==> src/rtl/ripple_carry_adder.sv <==
// Registered WIDTH-bit adder built from a strict ripple chain of full-adder cells.
// Produces sum, carry-out and signed overflow one clock after a valid input.

module full_adder (
   input  logic a,
   input  logic b,
   input  logic ci,
   output logic s,
   output logic co
);
   assign s  = a ^ b ^ ci;
   assign co = (a & b) | (ci & (a ^ b));
endmodule

module ripple_carry_adder #(
   parameter int WIDTH = 2
) (
   input  logic             clk,
   input  logic             rst_n,
   input  logic             in_valid,
   input  logic [WIDTH-1:0] a,
   input  logic [WIDTH-1:0] b,
   input  logic             cin,
   output logic [WIDTH-1:0] Sum,
   output logic             C_Out,
   output logic             ovf,
   output logic             out_valid
);
   logic [WIDTH:0]   carry_s;
   logic [WIDTH-1:0] sum_s;
   logic             ovf_s;
   logic [WIDTH-1:0] sum_r;
   logic             cout_r;
   logic             ovf_r;
   logic             valid_r;

   assign carry_s[0] = cin;

   for (genvar i = 0; i < WIDTH; i++) begin : g_cell
      full_adder u_fa (
         .a  (a[i]),
         .b  (b[i]),
         .ci (carry_s[i]),
         .s  (sum_s[i]),
         .co (carry_s[i+1])
      );
   end

   // For WIDTH = 1 the carry into the MSB is cin itself, which carry_s[0] already holds.
   assign ovf_s = carry_s[WIDTH] ^ carry_s[WIDTH-1];

   // Output register: capture on valid input, hold otherwise, cleared by reset.
   always_ff @(posedge clk) begin
      if (!rst_n) begin
         sum_r   <= {WIDTH{1'b0}};
         cout_r  <= 1'b0;
         ovf_r   <= 1'b0;
         valid_r <= 1'b0;
      end else begin
         valid_r <= in_valid;
         if (in_valid) begin
            sum_r  <= sum_s;
            cout_r <= carry_s[WIDTH];
            ovf_r  <= ovf_s;
         end else begin
            sum_r  <= sum_r;
            cout_r <= cout_r;
            ovf_r  <= ovf_r;
         end
      end
   end

   assign Sum       = sum_r;
   assign C_Out     = cout_r;
   assign ovf       = ovf_r;
   assign out_valid = valid_r;
endmodule

==> config.mk <==
export PLATFORM = sky130hd
export DESIGN_NAME = ripple_carry_adder
export DESIGN_NICKNAME = d
export VERILOG_FILES = /design/src/rtl/ripple_carry_adder.sv
export SDC_FILE = /design/constraint.sdc
export NUM_CORES = 1
export LEC_CHECK = 0
export ABC_AREA = 1
export BUFFER_PORTS_ARGS = -buffer_cell sky130_fd_sc_hd__buf_2
export CAP_MARGIN = 25
export CORE_AREA = 2 2 39 41
export CTS_CLUSTER_DIAMETER = 40
export DETAILED_ROUTE_END_ITERATION = 6
export DIE_AREA = 0 0 41 43
export GPL_TIMING_DRIVEN = 0
export PLACE_DENSITY = 0.34
export RECOVER_POWER = 100
export SYNTH_ARGS = -nofsm -noshare
export SYNTH_HDL_FRONTEND = slang
export SYNTH_HIERARCHICAL = 1
export SYNTH_SLANG_ARGS = --single-unit
==> constraint.sdc <==
create_clock -name clk -period 1.35 [get_ports clk]
set_input_delay 0 -clock clk [delete_from_list [all_inputs] [get_ports clk]]
set_output_delay 0 -clock clk [all_outputs]
set_load 0.005 [all_outputs]
; After elaboration in Yosys (flattened, before gate mapping)
; Cells that the tools add are included.
[totals]
reg_bits = 5
out_inout_bits = 5
[op_classes]
n_bitwise = 11
[op_table]
columns = op, n
row1 = bitwise XOR 1 bit, 5
row2 = bitwise AND 1 bit, 4
row3 = OR 1 bit, 2

; Longest topological paths before layout
[logic_depth]
word_depth = 6
depth_mapped = 7
depth_no_buf = 7

; By module
; The synthesis kept the hierarchy.
[by_module_without_submodules]
columns = module, n_inst, cells_per_inst, area_each_um2
row1 = ripple_carry_adder, 1, 24, 181.4
row2 = full_adder, 2, 1, 20.0

; Least setup slack after synthesis
; No wires, ideal clock.
[synth_path]
path_type = input -> register
startpoint = input port a[0]
endpoint = register ovf_r, in the netlist ovf
arrival_time_ps = 1104
required_ps = 1294
path_slack_ps = 190
path_stages = 7
path_buffers = 0
path_cell_list = fa_1 fa_1 inv_1 nand2_1 nand3_1 nand2_1 inv_1
[synth_via]
elab_chain_len = 6
elab_cells_between_ends = 7
classes_between = 7 x bitwise
[synth_lines]
columns = element, line
row1 = from (decl), 21  ; input logic [WIDTH-1:0] a,
row2 = bitwise XOR 1 bit, 12  ; assign co = (a & b) | (ci & (a ^ b));
row3 = bitwise AND 1 bit, 12
row4 = OR 1 bit (*), 12
row5 = bitwise AND 1 bit (*), 12
row6 = OR 1 bit (*), 12
row7 = via carry_s[2], 29  ; logic [WIDTH:0] carry_s;
row8 = bitwise XOR 1 bit (*), 50  ; assign ovf_s = carry_s[WIDTH] ^ carry_s[WIDTH-1];
row9 = to (signal assigned), 64  ; ovf_r <= ovf_s;
row10 = to (signal assigned), 68  ; ovf_r <= ovf_r;
row11 = to (decl), 34  ; logic ovf_r;
; Mark *: on every way through the listed nets, which the timed path passes. The rest lies on a longest branch.
; A chain may end at the register's enable or synchronous reset.

; Worst setup path in the final report
[layout_path]
startpoint = input port a[0]
endpoint = register ovf_r, in the netlist ovf
[layout_via]
elab_chain_len = 6
elab_cells_between_ends = 7
classes_between = 7 x bitwise
[layout_lines]
columns = element, line
row1 = bitwise XOR 1 bit, 12
row2 = bitwise AND 1 bit, 12
row3 = OR 1 bit (*), 12
row4 = via carry_s[1], 29
row5 = bitwise AND 1 bit (*), 12
row6 = OR 1 bit (*), 12
row7 = via carry_s[2], 29
row8 = bitwise XOR 1 bit (*), 50
; Marks and branches as above.

==> run metrics <==
worst hold path depth=3; GP Congestion=0.5922; drt pass-1 iters=2; cts hold-fix bufs=0; io pins=13; Inserted Diodes=0; final wirelength=523 um; clk slew on worst S/H paths=roughly 50 ps; most common cell after layout, fill and taps aside=buf_2; via count=215; Post-Syn Area=between 200 and 250 um2; Lkg Pwr=about 0.17 nW; max_cap viols=0; CP max stage delay=480 ps; final period utilization=about 80%; commonest non-fill, non-tap cells in the layout=buf_2, dfxtp_1, inv_1; Port-buffer cells=12; vias in the first global route=212; layout cell share with drive strength beyond 1=28.57%; achievable clock frequency=just over 900 MHz; Initial Utilization=about 16%; Worst Path Max Fanout=3; Worst path slowest cell=fa_1; Yosys reg bits=5; full die area=1763 um2; register area=100.1 um2; multi-input gate area in the final layout=102.6 um2; nets=53; critical path cell sequence=clkbuf_1 -> fa_1 -> fa_1 -> inv_1 -> nand2_1 -> nand3_1 -> nand2_1 -> inv_1; CP Capture Type=flop; R2R Path Start=ovf$_SDFFE_PN0P_; met1 WL=200 um; die width=roughly 41 um; final core utilization=23.42%; Net Sw Frac=between 20% and 30%; number of vias per cell=3.707; root buffer cell=clkbuf_4; Clock Skew=0 ps; hold path start=rst_n; reg-to-reg slack, setup=700 ps; DR top layer=met4; Synth Net Count=36; Mean Syn Cell Area=between 8 and 9 um2; Worst R2R End=ovf$_SDFFE_PN0P_; Rel. slew slack=79.40%; Die Height=43 um; clk_lat worst skew=240 ps; clock share of power=43.7%; CTS H-Tree Depth=1; DRT iter0 DRCs=2; crit path DAT=1280 ps; startpoint class of the critical path=primary input; final setup vio count=0; maximum clock insertion buffer count=2; number of distinct library cells after synthesis=10; Remaining DRCs=0; clock sinks=5; Final Hold Viols=0; Sequential Power Share=41.1%; TritonCTS Buffers=3; cts repair resizes=0; # placed instances=54; Filler Cells Inserted=roughly 170; metal2 WL=271 um; CTS tree=built; Power Dens Cells=1240 nW/um2; Overflow after GRT=0; CP Launch Point=a[0]; Worst VDD drop=0.0002961 V; Core ar.=1384 um2; area delta synth->final=46.33%; Mapped Cells=26; Non-Filler Instances=58; first-pass GRT wire length=approximately 840 um; synth warn=6; Hold Crit Class=in -> reg; RSZ-0062 raised after global routing=false; post-layout min period=1086 ps; sequential share of the synthesized area=45.20%; setup repair bufs after CTS=0; Detailed Place HPWL=389.9 um; combinational power share=around 15%; status=complete, no violations; Power Internal=0.3011 mW; max-slew violations=0; P_sw=0.1008 mW; row count=14; critical path type=in -> reg; initial antenna violation count=0; WL met3=44 um; Tightest Pin Transition=308.9 ps; setup TNS=0 ps; post-route ant nets=0; Worst Hold Path EP=out_valid$_SDFF_PN0_; Reg2Reg Depth=3; CP required=1540 ps; total track usage=7.956%; largest net degree at the start of global routing=9; DR WL/cell=9.017 um
[critical path: cells and delay by family]
family | cells | cell delay [ps]
fa+ha+maj | 2 | 890
buf+inv | 3 | 220
simple gates | 3 | 180
[per-layer routing]
layer | up-vias | track usage (%)
li1 | 111 | -
met1 | 94 | 8.117
met2 | 8 | 10.31
met3 | 2 | 3.141
met4 | 0 | 10.00
met5 | - | 0
[stage by stage]
stage	cell area [um2]	power [mW]	hold slack (ps)	setup slack, ps
floorplan	221.5	0.1976	90.04	190.1
detailed placement	301.5	0.2318	255.2	10.60
CTS	327.8	0.4168	0.8341	258.3
global placement	301.5	0.2293	249.2	23.87
global route	324.1	0.4365	24.88	209.6
finish	324.1	0.4018	10.97	263.9
[power by group through the flow]
| stage | clock network (mW) | logic (mW) | registers, mW |
|---|---|---|---|
| after floorplan | 0 | 0.0286 | 0.169 |
| after global placement | 0 | 0.0624 | 0.167 |
| after detailed placement | 0 | 0.0639 | 0.168 |
| after CTS | 0.188 | 0.0641 | 0.165 |
| after global routing | 0.199 | 0.0706 | 0.167 |
| final | 0.176 | 0.0610 | 0.165 |
[layout make-up]
cell class              count  area share, %
inverters                   5          5.792
well taps                  16          6.178
repair buffers             12          17.37
multi-input cells          16          31.66
clock buffers               4          8.108
flip-flops and latches      5          30.89
[cells by family after synthesis]
logic type | Yosys count | share of synthesized area, %
AND/OR/NAND/NOR | 9 | 15.81
AO/OA/AOI/OAI | 5 | 12.43
buffers and inverters | 5 | 8.475
flip-flops | 5 | 45.20
adder cells (fa/ha/maj) | 2 | 18.08
[synth_stat cells]
library cell | n | area, um2
inv_1 | 5 | 18.77
o21ai_0 | 2 | 10.01
dfxtp_1 | 5 | 100.1
nand2_1 | 4 | 15.01
fa_1 | 2 | 40.04
o21ai_1 | 1 | 5.000
nand3_1 | 1 | 5.000
a21oi_1 | 1 | 5.000
o21a_1 | 1 | 7.510
nor2_1 | 4 | 15.01
[worst max path at each step]
stage                  endpoint  slack [ps]  cells past startpoint
2_1_floorplan  ovf$_SDFFE_PN0P_         190                      7
3_3_place_gp   ovf$_SDFFE_PN0P_          20                      8
3_5_place_dp   ovf$_SDFFE_PN0P_          10                      8
4_1_cts        ovf$_SDFFE_PN0P_         260                      8
5_1_grt        ovf$_SDFFE_PN0P_         210                      8
6_report       ovf$_SDFFE_PN0P_         260                      8
[registers in the layout, summed over array words and instances (netlist names)]
signal,flops
C_Out,1
ovf,1
Sum,2
out_valid,1
No activity file was read; power rests on OpenSTA's default activity.
